==> src/rtl/des_pkg.sv <==
// des_pkg: DES key schedule tables, widths and bit-permutation/rotation helpers.
package des_pkg;
  localparam int KEY_W = 48;
  localparam int HALF_W = 28;
  localparam int PC1 [1:56] = '{57, 49, 41, 33, 25, 17,  9,  1, 58, 50, 42, 34, 26, 18,
                                10,  2, 59, 51, 43, 35, 27, 19, 11,  3, 60, 52, 44, 36,
                                63, 55, 47, 39, 31, 23, 15,  7, 62, 54, 46, 38, 30, 22,
                                14,  6, 61, 53, 45, 37, 29, 21, 13,  5, 28, 20, 12,  4};
  localparam int PC2 [1:48] = '{14, 17, 11, 24,  1,  5,  3, 28, 15,  6, 21, 10,
                                23, 19, 12,  4, 26,  8, 16,  7, 27, 20, 13,  2,
                                41, 52, 31, 37, 47, 55, 30, 40, 51, 45, 33, 48,
                                44, 49, 39, 56, 34, 53, 46, 42, 50, 36, 29, 32};
  localparam int SHIFT [1:16] = '{1, 1, 2, 2, 2, 2, 2, 2, 1, 2, 2, 2, 2, 2, 2, 1};
  localparam int RSHIFT [1:16] = '{0, 1, 2, 2, 2, 2, 2, 2, 1, 2, 2, 2, 2, 2, 2, 1};
  function automatic logic [1:2*HALF_W] pc1(input logic [1:64] k);
    logic [1:2*HALF_W] r;
    for (int i = 1; i <= 2 * HALF_W; i++) r[i] = k[PC1[i]];
    return r;
  endfunction
  function automatic logic [1:KEY_W] pc2(input logic [1:2*HALF_W] cd);
    logic [1:KEY_W] r;
    for (int i = 1; i <= KEY_W; i++) r[i] = cd[PC2[i]];
    return r;
  endfunction
  // bit 1 is the MSB, so a left shift moves bits toward index 1
  function automatic logic [1:HALF_W] rotl(input logic [1:HALF_W] x, input int s);
    return (x << s) | (x >> (HALF_W - s));
  endfunction
  function automatic logic [1:HALF_W] rotr(input logic [1:HALF_W] x, input int s);
    return (x >> s) | (x << (HALF_W - s));
  endfunction
endpackage

==> src/rtl/des_key_stage.sv <==
// des_key_stage: one key-schedule stage holding C/D/mode/valid and emitting its PC2 subkey.
module des_key_stage
  import des_pkg::*;
#(
  parameter int ROUND = 1
) (
  input  logic              clk,
  input  logic              rst,
  input  logic              restart_block,
  input  logic              enable,
  input  logic              valid_i,
  input  logic              dec_i,
  input  logic [1:HALF_W]   c_i,
  input  logic [1:HALF_W]   d_i,
  output logic              valid_o,
  output logic              dec_o,
  output logic [1:HALF_W]   c_o,
  output logic [1:HALF_W]   d_o,
  output logic [1:KEY_W]    k_o
);
  logic [1:HALF_W] c_q, d_q, c_d, d_d;
  logic dec_q, valid_q;
  always_comb begin
    c_d = dec_i ? rotr(c_i, RSHIFT[ROUND]) : rotl(c_i, SHIFT[ROUND]);
    d_d = dec_i ? rotr(d_i, RSHIFT[ROUND]) : rotl(d_i, SHIFT[ROUND]);
  end
  always_ff @(posedge clk) begin
    if (rst) begin
      c_q <= '0;
      d_q <= '0;
      dec_q <= 1'b0;
      valid_q <= 1'b0;
    end else begin
      if (enable) begin
        c_q <= c_d;
        d_q <= d_d;
        dec_q <= dec_i;
      end
      valid_q <= restart_block ? 1'b0 : enable ? valid_i : valid_q;
    end
  end
  assign c_o = c_q;
  assign d_o = d_q;
  assign dec_o = dec_q;
  assign valid_o = valid_q;
  assign k_o = pc2({c_q, d_q});
endmodule

==> src/rtl/des_key_schedule_pipelined.sv <==
// des_key_schedule_pipelined: 16-stage DES subkey pipeline, stage n presents K_n (encrypt) or K_17-n (decrypt).
module des_key_schedule_pipelined
  import des_pkg::*;
#(
  parameter int NUM_ROUNDS = 16
) (
  input  logic                        clk,
  input  logic                        rst,
  input  logic                        i_valid,
  input  logic                        enable,
  input  logic                        restart_block,
  input  logic [1:64]                 key_in,
  input  logic                        decrypt,
  output logic [1:KEY_W*NUM_ROUNDS]   k_out,
  output logic [1:NUM_ROUNDS]         k_valid,
  output logic [1:NUM_ROUNDS]         o_decrypt
);
  logic [1:HALF_W] c_s [NUM_ROUNDS+1];
  logic [1:HALF_W] d_s [NUM_ROUNDS+1];
  logic [NUM_ROUNDS:0] v_s, m_s;
  // index 0 of each chain is the PC1 view of the incoming key
  assign {c_s[0], d_s[0]} = pc1(key_in);
  assign v_s[0] = i_valid;
  assign m_s[0] = decrypt;
  for (genvar i = 0; i < NUM_ROUNDS; i++) begin : g_stage
    des_key_stage #(.ROUND(i + 1)) u_stage (
      .clk(clk),
      .rst(rst),
      .restart_block(restart_block),
      .enable(enable),
      .valid_i(v_s[i]),
      .dec_i(m_s[i]),
      .c_i(c_s[i]),
      .d_i(d_s[i]),
      .valid_o(v_s[i+1]),
      .dec_o(m_s[i+1]),
      .c_o(c_s[i+1]),
      .d_o(d_s[i+1]),
      .k_o(k_out[KEY_W*i+1 +: KEY_W])
    );
    assign k_valid[i+1] = v_s[i+1];
    assign o_decrypt[i+1] = m_s[i+1];
  end
endmodule

==> config.mk <==
export PLATFORM = sky130hd
export DESIGN_NAME = des_key_schedule_pipelined
export DESIGN_NICKNAME = d
export VERILOG_FILES = /design/src/rtl/des_pkg.sv /design/src/rtl/des_key_stage.sv /design/src/rtl/des_key_schedule_pipelined.sv
export SDC_FILE = /design/constraint.sdc
export NUM_CORES = 2
export LEC_CHECK = 0
export BUFFER_PORTS_ARGS = -buffer_cell sky130_fd_sc_hd__buf_2
export CORE_AREA = 2 2 336 338
export CTS_BUF_LIST = sky130_fd_sc_hd__clkbuf_16
export CTS_CLUSTER_SIZE = 25
export DETAILED_ROUTE_END_ITERATION = 10
export DIE_AREA = 0 0 338 340
export GPL_TIMING_DRIVEN = 0
export PLACE_DENSITY = 0.64
export SLEW_MARGIN = 10
export SYNTH_ARGS = -nofsm -noshare
export SYNTH_HDL_FRONTEND = slang
export SYNTH_SLANG_ARGS = --single-unit
export TNS_END_PERCENT = 1
==> constraint.sdc <==
create_clock -name clk -period 1.8 [get_ports clk]
set_clock_uncertainty 0.1 [all_clocks]
set_input_delay 0.09 -clock clk [delete_from_list [all_inputs] [get_ports clk]]
set_output_delay 0.09 -clock clk [all_outputs]
set_load 0.01 [all_outputs]
==> metrics.md <==
| Metric | Value |
|---|---|
| Status | finished, final reports clean |
| CP endpoint kind | output port |
| Max-Cap Viols | 0 |
| PwrDens | 938 nW/um^2 |
| Sw power | 15300 uW |
| IO Port Bufs | 858 |
| Hold WS | 0.204 ns |
| Crit Path Category | reg -> out |
| Fin nets | 5992 |
| H-tree levels | 3 |
| Placed cell count | 7222 |
| Routed Wire Length | 185000 um |
| Multi-input logic area | 19400 um^2 |
| Worst Path Required | 1.61 ns |
| Grt ovf | 0 |
| Critical Path AT | 1.59 ns |
| Area growth syn-to-layout | 22.8% |
| FF+latch count, synth | 920 |
| Initial antenna violation count | 4 |
| Yosys cell types | 11 |
| Post-layout util | 50.7% |
| Clock power share | 40.2% |
| Synth Cell Area | 46100 um^2 |
| # IOs | 870 |
| RePlAce Congestion | 0.911 |
| Rows | 123 |
| Max FO, Critical Path | 4 |
| DP Worst Slack | -0.726 ns |
| Clock transition at the registers of the reported paths | 0.06 ns |
| Sw Share | 28.8% |
| Warning count from the yosys run | 0 |
| DRT antenna net count | 0 |
| Die area | 115000 um^2 |
| Min setup slack post-route | 0.0166 ns |
| Logic pwr share | 15.2% |
| Fill count | 10800 |
| P_leak | 0.0237 uW |
| Relative slew slack | 19.5% |
| Post-Syn Nets | 4934 |
| Yosys top cell area share | 40.0% |
| Die H | 340 um |
| Fmax achieved | 561 MHz |
| # Post-CTS Setup Buffers | 0 |
| Root Driver | clkbuf_16 |
| Via count | 39700 |
| First-pass DRT Iterations | 5 |
| Vias/cell | 5.28 |
| Internal | 37800 uW |
| Commonest non-fill, non-tap cells in the layout | buf_2, mux2i_1, nor2_1 |
| Final min period | 1.78 ns |
| GRT Total Usage | 30.9% |
| Routed len/inst | 24.6 um |
| CTS buffer count | 101 |
| Register Area | 18400 um^2 |
| Sequential area share after synthesis | 40.0% |
| Core area | 112000 um^2 |
| TritonCTS Sinks | 920 |
| Vias in the first global route | 38300 |
| # setup viols final | 0 |
| Commonest non-fill, non-tap cell in the layout | buf_2 |
| Largest area contributor in the netlist | dfxtp_1 |
| First DRT Iteration DRCs | 3178 |
| Final Max Tran Viols | 0 |
| RSZ-0062 raised after global routing | no |
| Slew at the pin closest to its max-slew limit | 1.21 ns |
| Cells after Synth | 4864 |
| Startpoint Class | flip-flop |
| Hpwl dp | 146000 um |
| Worst-Skew Late Latency | 0.70 ns |
| Peak supply drop | 0.701 mV |
| Chip width | 338 um |
| Mean Syn Cell Area | 9.47 um^2 |
| Post-route insts no fill | 7509 |
| CTS tree | yes |
| Largest net degree at the start of global routing | 14 |
| CTS max path bufs | 3 |
| Register share of total power | 44.6% |
| Worst min path class | in -> reg |
| Starting density of the core | 41.3% |
| Layout cells sized above 1 | 35.4% |
| Final worst path period share | 99.1% |
| First-pass GRT wire length | 263000 um |
| Setup Total Neg Slack | 0 ns |
| Top cells by area, synth | dfxtp_1, mux2i_1, a211oi_1 |
| Hold Vio Cnt, Final | 0 |
| Residual DRC | 0 |
-- state kept, by name, summed over array words and instances (netlist names) --
signal and count:
g_stage.u_stage.c_o 444, g_stage.u_stage.dec_o 16, g_stage.u_stage.d_o 444, g_stage.u_stage.valid_o 16
-- logic make-up after synthesis --
logic type | share of synthesized area (%)
buffers and inverters | 17.8
AOI/OAI and AO/OA | 14.7
and+or+nand+nor | 7.51
muxes | 20.0
DFF | 40.0
-- synth_stat cells --
| master | number |
|---|---|
| mux2i_1 | 920 |
| dfxtp_1 | 920 |
| or2_2 | 1 |
| buf_6 | 26 |
| a211oi_2 | 20 |
| buf_1 | 17 |
| buf_4 | 838 |
| buf_2 | 238 |
| nor2_1 | 920 |
| a211oi_1 | 868 |
| clkbuf_1 | 96 |
-- final cells by class --
| type | instances | share of cell area (%) |
|---|---|---|
| Antenna cell | 2 | 0.00885 |
| Buffer | 1215 | 14.5 |
| Clock buffer | 103 | 4.56 |
| Clock inverter | 85 | 1.33 |
| Multi-Input combinational cell | 2729 | 34.4 |
| Sequential cell | 920 | 32.6 |
| Tap cell | 1500 | 3.32 |
| Timing Repair Buffer | 955 | 9.31 |
-- worst max-delay path, cell delays in order, from the launching register on --
cell and delay [ns]:
dfxtp_1 0.55, buf_4 0.21, buf_2 0.13
-- power by group through the flow --
stage	sequential (uW)	combinational, uW	clock (uW)
CTS	23600	8060	21400
global route	23700	8690	22200
detailed placement	24000	7830	0
floorplan	23000	5190	0
global placement	24000	7760	0
finish	23600	8090	21300
-- stage by stage --
step / power (uW) / instance area (um^2)
2_1_floorplan: 28200 / 46100
3_3_place_gp: 31800 / 52200
3_5_place_dp: 31800 / 52200
4_1_cts: 53000 / 56500
5_1_grt: 54600 / 56500
6_report: 53000 / 56500
-- final timing paths --
path | start | to | slack [ns] | depth (start not counted)
hold reg to reg | g_stage[15].u_stage.c_o[27] | g_stage[15].u_stage.c_o[27] | 0.39 | 2
setup / recovery | g_stage[3].u_stage.d_o[3] | k_out[171] | 0.02 | 2
hold / removal | rst | g_stage[2].u_stage.c_o[13] | 0.20 | 4
setup reg to reg | g_stage[3].u_stage.dec_o | g_stage[4].u_stage.d_o[19] | 0.06 | 5
-- per-layer routing --
metal	routed length, um	global-route usage (%)	part of all wire (%)
met1	78300	40.6	42
met4	8710	13.5	4.7
met5	11	0	0.0060
met3	12300	4.24	6.7
met2	85500	50.5	46
-- timing repair --
item | CTS | global route
setup endpoints to repair | 1 | 4
hold endpoints to repair | 62 | 0
hold buffers | 97 | 0
gates cloned | 0 | 0
resized for setup | 1 | 2
No activity file was read; power rests on OpenSTA's default activity.
